File: src/rtl/reconfig_image_sequencer.sv
// reconfig_image_sequencer
// Drives the device internal-reconfiguration port from the golden image.
// A debounced button press or a software pulse starts an image-select /
// enable / config-pulse sequence. A failed switch is detected through
// cfg_ERROR or a post-pulse timeout.
//
// Ports:
//   clk, rst      rising-edge clock, synchronous active-high reset
//   btn           raw asynchronous push-button (pressed = 1)
//   sw_req        one-cycle software request
//   image_sel     target image, latched when a request is accepted
//   clr           leaves FAIL and clears the error flags
//   cfg_ERROR     configuration error level from the device
//   cfg_CBSEL     image select (changes only on IDLE->SETUP)
//   cfg_ENA       reconfiguration enable (SETUP, PULSE, HOLD)
//   cfg_CONFIG    reconfiguration trigger (PULSE)
//   busy          high in SETUP, PULSE and HOLD
//   err           sticky failure flag
//   err_timeout   failure was caused by the timeout
//   led           one-hot {FAIL, HOLD, PULSE, SETUP}, 0000 in IDLE
module reconfig_image_sequencer #(
   parameter int SETUP_CYC    = 16,
   parameter int PULSE_CYC    = 4,
   parameter int TIMEOUT_CYC  = 1024,
   parameter int DEBOUNCE_CYC = 65536
) (
   input  logic       clk,
   input  logic       rst,
   input  logic       btn,
   input  logic       sw_req,
   input  logic [1:0] image_sel,
   input  logic       clr,
   input  logic       cfg_ERROR,
   output logic [1:0] cfg_CBSEL,
   output logic       cfg_ENA,
   output logic       cfg_CONFIG,
   output logic       busy,
   output logic       err,
   output logic       err_timeout,
   output logic [3:0] led
);

   localparam int MAX_AB  = (SETUP_CYC > PULSE_CYC) ? SETUP_CYC : PULSE_CYC;
   localparam int MAX_CYC = (MAX_AB > TIMEOUT_CYC) ? MAX_AB : TIMEOUT_CYC;
   localparam int CW      = (MAX_CYC > 1) ? $clog2(MAX_CYC) : 1;
   localparam int DW      = (DEBOUNCE_CYC > 1) ? $clog2(DEBOUNCE_CYC) : 1;

   localparam logic [CW-1:0] SETUP_LAST   = CW'(SETUP_CYC - 1);
   localparam logic [CW-1:0] PULSE_LAST   = CW'(PULSE_CYC - 1);
   localparam logic [CW-1:0] TIMEOUT_LAST = CW'(TIMEOUT_CYC - 1);
   localparam logic [DW-1:0] DB_LAST      = DW'(DEBOUNCE_CYC - 1);

   typedef enum logic [2:0] {
      S_IDLE  = 3'd0,
      S_SETUP = 3'd1,
      S_PULSE = 3'd2,
      S_HOLD  = 3'd3,
      S_FAIL  = 3'd4
   } state_t;

   logic [1:0]    sync_r;
   logic          db_level_r;
   logic [DW-1:0] db_cnt_r;
   logic          btn_req_r;

   state_t        state_r, state_nxt;
   logic [CW-1:0] cnt_r, cnt_nxt;
   logic [1:0]    cbsel_nxt;
   logic          err_nxt, err_to_nxt;
   logic          req_s;

   // Button synchronizer, stability filter and rising-edge request pulse
   always_ff @(posedge clk) begin
      if (rst) begin
         sync_r     <= 2'b00;
         db_level_r <= 1'b0;
         db_cnt_r   <= '0;
         btn_req_r  <= 1'b0;
      end else begin
         sync_r    <= {sync_r[0], btn};
         btn_req_r <= 1'b0;
         if (sync_r[1] == db_level_r) begin
            db_cnt_r <= '0;
         end else if (db_cnt_r == DB_LAST) begin
            // New level has been stable long enough; a press raises a request
            db_level_r <= sync_r[1];
            db_cnt_r   <= '0;
            btn_req_r  <= sync_r[1];
         end else begin
            db_cnt_r <= db_cnt_r + DW'(1);
         end
      end
   end

   assign req_s = btn_req_r | sw_req;

   // Next-state logic; cfg_ERROR outranks a terminal count on the same cycle
   always_comb begin
      state_nxt  = state_r;
      cbsel_nxt  = cfg_CBSEL;
      err_nxt    = err;
      err_to_nxt = err_timeout;
      case (state_r)
         S_IDLE: begin
            if (req_s) begin
               state_nxt = S_SETUP;
               cbsel_nxt = image_sel;
            end else begin
               state_nxt = S_IDLE;
            end
         end
         S_SETUP, S_PULSE, S_HOLD: begin
            if (cfg_ERROR) begin
               state_nxt  = S_FAIL;
               err_nxt    = 1'b1;
               err_to_nxt = 1'b0;
            end else if (state_r == S_SETUP && cnt_r == SETUP_LAST) begin
               state_nxt = S_PULSE;
            end else if (state_r == S_PULSE && cnt_r == PULSE_LAST) begin
               state_nxt = S_HOLD;
            end else if (state_r == S_HOLD && cnt_r == TIMEOUT_LAST) begin
               state_nxt  = S_FAIL;
               err_nxt    = 1'b1;
               err_to_nxt = 1'b1;
            end else begin
               state_nxt = state_r;
            end
         end
         S_FAIL: begin
            if (clr) begin
               state_nxt  = S_IDLE;
               err_nxt    = 1'b0;
               err_to_nxt = 1'b0;
            end else begin
               state_nxt = S_FAIL;
            end
         end
         default: begin
            state_nxt  = S_IDLE;
            err_nxt    = 1'b0;
            err_to_nxt = 1'b0;
         end
      endcase

      // Shared counter restarts on every state entry and idles at zero
      if (state_nxt != state_r || state_nxt == S_IDLE || state_nxt == S_FAIL) begin
         cnt_nxt = '0;
      end else begin
         cnt_nxt = cnt_r + CW'(1);
      end
   end

   // State, counter and all outputs registered from the next state
   always_ff @(posedge clk) begin
      if (rst) begin
         state_r     <= S_IDLE;
         cnt_r       <= '0;
         cfg_CBSEL   <= 2'b00;
         cfg_ENA     <= 1'b0;
         cfg_CONFIG  <= 1'b0;
         busy        <= 1'b0;
         err         <= 1'b0;
         err_timeout <= 1'b0;
         led         <= 4'b0000;
      end else begin
         state_r     <= state_nxt;
         cnt_r       <= cnt_nxt;
         cfg_CBSEL   <= cbsel_nxt;
         cfg_ENA     <= (state_nxt == S_SETUP) || (state_nxt == S_PULSE) || (state_nxt == S_HOLD);
         cfg_CONFIG  <= (state_nxt == S_PULSE);
         busy        <= (state_nxt == S_SETUP) || (state_nxt == S_PULSE) || (state_nxt == S_HOLD);
         err         <= err_nxt;
         err_timeout <= err_to_nxt;
         led         <= {state_nxt == S_FAIL, state_nxt == S_HOLD,
                         state_nxt == S_PULSE, state_nxt == S_SETUP};
      end
   end

endmodule

File: config.mk
export PLATFORM = sky130hd
export DESIGN_NAME = reconfig_image_sequencer
export DESIGN_NICKNAME = d
export VERILOG_FILES = /design/src/rtl/reconfig_image_sequencer.sv
export SDC_FILE = /design/constraint.sdc
export NUM_CORES = 1
export LEC_CHECK = 0
export CAP_MARGIN = 15
export CORE_UTILIZATION = 45
export DETAILED_ROUTE_END_ITERATION = 12
export DONT_BUFFER_PORTS = 1
export GPL_TIMING_DRIVEN = 0
export PLACE_DENSITY = 0.65
export SYNTH_ARGS = -nofsm -noshare
export SYNTH_HDL_FRONTEND = slang
export SYNTH_SLANG_ARGS = --single-unit
File: constraint.sdc
create_clock -name clk -period 2.2 [get_ports clk]
set_input_delay 0.33 -clock clk [delete_from_list [all_inputs] [get_ports clk]]
set_output_delay 0.33 -clock clk [all_outputs]
set_load 0.1 [all_outputs]
; Word-level counts from Yosys, hierarchy flattened
; Cells that the tools add are included.
[classes]
add_sub_neg = 2
multipliers = 0
n_div = 0
n_lt_le_gt_ge = 0
eq_ne = 18
n_shift = 0
muxes = 15
n_bitwise = 4
reduce_logical = 16
[op_table]
columns = op, count
row1 = $add A16 B1 Y16 const B, 1
row2 = $eq A16 B16 Y1 const B, 1
row3 = $mux W3, 5
row4 = $eq A3 B2 Y1 const B, 4
row5 = $add A10 B1 Y10 const B, 1
row6 = $eq A10 B10 Y1 const B, 1
row7 = $eq A10 B2 Y1 const B, 1
row8 = $eq A10 B4 Y1 const B, 1
row9 = $ne A3 B3 Y1 const B, 3
row10 = $pmux W3 S3, 1
row11 = $reduce_or A3 Y1, 3
row12 = $mux W1, 7
row13 = $eq A3 B1 Y1 const B, 2
row14 = $eq A3 B3 Y1 const B, 2
row15 = $logic_not A3 Y1, 2
row16 = $pmux W1 S3, 2
row17 = $reduce_and A5 Y1, 1
row18 = $logic_or A1 B1 Y1, 4
row19 = $reduce_and A2 Y1, 2
row20 = $logic_and A1 B1 Y1, 3
row21 = $ne A3 B3 Y1, 1
row22 = $not A1 Y1, 3
row23 = $ne A2 B2 Y1 const B, 1
row24 = $reduce_or A2 Y1, 1
row25 = other kinds (2), 2
[word_totals]
register_bits = 43
latchBits = 0
ramBits = 0
rom_bits = 0
inputBits = 8
n_memories = 0

; Logic depth before layout (Yosys ltp)
[logic_depth]
word_depth = 11
depth_mapped = 7
depth_no_buf = 6

; Worst setup path after synthesis
; No wires, ideal clock.
[synth_path]
kind = register to register
startpoint = register cnt_r[0]
endpoint = register cnt_r[1]
setup_ns = 0.124
t_arrival_ns = 1.596
setup_slack_ns = 0.481
path_stages_with_launch = 7
path_buffers = 1
synth_period_minus_slack_ns = 1.719
cell_sequence = dfxtp_1 > ha_1 > nand3_1 > nor4_4 > or3_1 > buf_2 > nor3b_2
[synth_via]
elab_chain_cells = 11
elab_cells_between_ends = 18
classes_between = 1 x add/sub / 5 x eq/ne / 5 x mux / 7 x reduce/logical
[synth_lines]
columns = item, line_no
row1 = start: declaration, 67  ; logic [CW-1:0] cnt_r, cnt_nxt;
row2 = start signal: assignment, 167  ; cnt_r <= cnt_nxt;
row3 = $eq A10 B10 Y1, 121  ; end else if (state_r == S_HOLD && cnt_r == TIMEOUT_LAST) begin
row4 = $logic_and A1 B1 Y1, 121
row5 = $mux W3, 121
row6 = $mux W3, 119  ; end else if (state_r == S_PULSE && cnt_r == PULSE_LAST) begin
row7 = $mux W3, 117  ; end else if (state_r == S_SETUP && cnt_r == SETUP_LAST) begin
row8 = $mux W3, 113  ; if (cfg_ERROR) begin
row9 = $pmux W3 S3, 103  ; case (state_r)
row10 = $ne A3 B3 Y1 or $logic_not A3 Y1 (tied branches), 146  ; if (state_nxt != state_r || state_nxt == S_IDLE || state_nxt == S_FAIL) begin
row11 = $logic_or A1 B1 Y1 (2 in a row), 146
row12 = $reduce_or A2 Y1 (no source line), -
; Several ways; a longest one is shown, not always the timed one.
; A chain may end at the register's enable or synchronous reset.

; Worst setup path in the final report
[layout_path]
startpoint = register led[1]
endpoint = output led[1]
[layout_rtl]
columns = item, line_no
row1 = start: declaration, 40  ; output logic [3:0] led
row2 = start signal: assignment, 174  ; led <= {state_nxt == S_FAIL, state_nxt == S_HOLD,
; No word-level cell between the ends.

==> impl_results.md <==
- Outcome: finished clean
- Critical path startpoint category: flop
- Post-DP HPWL: around 2400 um
- Primary FF master, synth: dfxtp_1
- Min setup slack post-route: between 150 and 200 ps
- Total track usage: approximately 18%
- Port bufs: 0
- Initial antenna violation count: 0
- Nets: roughly 210
- Inst Count DP: ~240
- Hold Fails Final Rpt: 0
- Routed WL: approximately 3200 um
- Fillers: approximately 360
- Number of synthesized flops with an enable pin: 0
- Period utilization: between 90% and 100%
- Maxcap violations: 0
- Peak supply drop: 0.514 mV
- WP data arrival: around 1700 ps
- Non-Filler Instances: around 250
- FF+latch area: roughly 840 um^2
- Area contributors post-synth: dfxtp_1 (45%), nor2_1 (6.7%), xnor2_1 (5.6%), nor3_2 (4.8%), xor2_1 (4.7%)
- DP Worst Slack: approximately 160 ps
- H-Tree Depth: 2
- #FFs+latches synth: 42
- Final setup viols: 0
- Io pins: 19
- Routed WL per cell: roughly 13 um
- CTS clk-pin slew, worst paths: about 80 ps
- Final slew viol count: 0
- Slew at the pin closest to its max-slew limit: between 900 and 1000 ps
- Hold Path Class: in2reg
- Initial Util: a little under half
- Critical path endpoint category: output port
- Die extent in x: 66.3 um
- TNS Setup: 0 ps
- Drt initial violations: between 40 and 50
- Post-synth top area share: a little under half
- Total die area: roughly 4400 um^2
- Yosys top cell by area: dfxtp_1
- Hold WS: approximately 170 ps
- Maximum fanout along the worst path: 2
- CTS Sinks: 42
- RSZ-0062 raised after global routing: false
- Post-CTS Repair Setup Buffers: 0
- Register-to-Register Path Depth: 7
- Remaining Overflow, GRT: 0
- TritonCTS clock tree: done
- Required time worst endpoint: about 1900 ps
- Setup Skew: around 6.5 ps
- Ys Warns: 0
- Drt first pass iters: 4
- Slew HR: 34.8%
- Post-Syn Instances: around 190
- GPL Wtd Cong: around 0.83
- Layout cells sized above 1: between 10% and 20%
- Async set-reset flop share out of synthesis: 0%
- Clk_lat worst skew: roughly 300 ps
- Clock Tree Buf Depth: 2
- Hold Crit Depth: 1
- Commonest cells after routing, fill and taps aside: dfxtp_1 (42), nor2_1 (33), nand3_1 (13)
- Multi-input logic area: roughly 940 um^2
- Vias: around 1.3k
- Row Count: 23
- WP depth: 1
- P per Cell Area: 735 nW/um^2
- Post-route DRC violation count: 0
- Final antenna diode count: 0
- CP Class: reg2out
- Area delta synth->final: 9.21%
- Vias per cell: 5.20
- Die Y: roughly 66 um
- CORE AREA: about 4000 um^2
- Post-route ant nets: 0
- Mean Syn Cell Area: 9.60 um^2
- Critical Path, Cell by Cell: buf_4
- Fmax: 491 MHz
- CP delay by family, top: flip-flops
- Mapped Area: around 1900 um^2
- Most common cell after layout, fill and taps aside: dfxtp_1
- Final Power: approximately 0.0015 W
- Vias in the first global route: 1311
- Sequential share of the synthesized area: 45.2%
- CP max stage delay: ~970 ps
- Largest net degree at the start of global routing: 14
- Total CTS buffers: 5
- Distinct cells, synth: 37
- LEAKAGE: 0.701 nW
- CP max stage cell: dfxtp_1
- Bufs and invs on worst path: 1
- Tmin final: 2040 ps
- Synthesized Nets: a little over 200
- Clock Tree Root: clkbuf_8
- First-pass GRT wire length: 5760 um
==> logic make-up (layout without fill, tap and decap cells) <==
kind of cell,Yosys count,count (layout),synth area share (%)
xor gates and xnor gates,22,22,10.3
muxes,4,4,2.15
buffers and inverters,14,22,4.23
adders and majority gates,2,2,1.34
AOI/OAI and AO/OA,11,11,4.50
and+or+nand+nor,99,99,32.3
DFF,42,42,45.2
==> per-layer routing <==
layer  global-route usage (%)  part of all wire [%]  vias up  routed length [um]
met4                     7.98                   1.9        0                  61
met2                     26.7                    44       31                1420
met3                     7.24                   5.9        7                 190
met5                        0                     0        -                   0
li1                         -                     -      674                   -
met1                     21.8                    48      598                1530
==> cells in the mapped netlist (4+ instances only) <==
master   instances
nand3_1         13
nand4_1          7
xnor2_1         12
a21oi_1          6
nor3_1           4
nand2_1          8
and3_1           4
xor2_1          10
inv_1            6
nor3_2           9
mux2i_1          4
nor2_1          33
dfxtp_1         42
==> final timing paths <==
check	from	to	slack, ps
hold / removal	btn	sync_r[0]$_SDFF_PP0_	170
setup / recovery	led[1]$_SDFF_PP0_	led[1]	160
setup reg to reg	db_cnt_r[0]$_SDFF_PP0_	db_cnt_r[9]$_SDFF_PP0_	270
hold reg to reg	sync_r[0]$_SDFF_PP0_	sync_r[1]$_SDFF_PP0_	440
==> flip-flops by register name, summed over array words and instances (netlist names) <==
name / flops
db_cnt_r: 16
cnt_r: 10
led: 4
state_r: 3
cfg_CBSEL: 2
sync_r: 2
btn_req_r: 1
busy: 1
db_level_r: 1
err: 1
err_timeout: 1
==> stage by stage <==
step / util (%) / cell area, um^2
6_report: 50.8 / 2030
5_1_grt: 50.8 / 2030
4_1_cts: 50.8 / 2030
3_5_place_dp: 48.1 / 1920
3_3_place_gp: 48.1 / 1920
2_1_floorplan: - / 1860
==> final cells by class <==
class                   instances  share of cell area, %
multi-input cells             138                   46.3
flip-flops and latches         42                   41.4
clock buffers                   5                   3.38
well taps                      50                   3.08
plain buffers                   8                   2.77
clock inverters                 3                   1.97
inverters                       6                   1.11
==> timing repair <==
action / CTS / global route
setup endpoints to repair: 0 / 1
hold buffers: 0 / 0
gates resized for setup: 0 / 0
==> power breakdown <==
group / internal (W) / switching, W / leakage, nW
clock: 0.000334 / 0.000260 / 0.0579
combinational: 0.0000273 / 0.0000483 / 0.304
sequential: 0.000771 / 0.0000547 / 0.340
total: 0.00113 / 0.000363 / 0.701
Note: power is estimated with default switching activity, not from simulation.
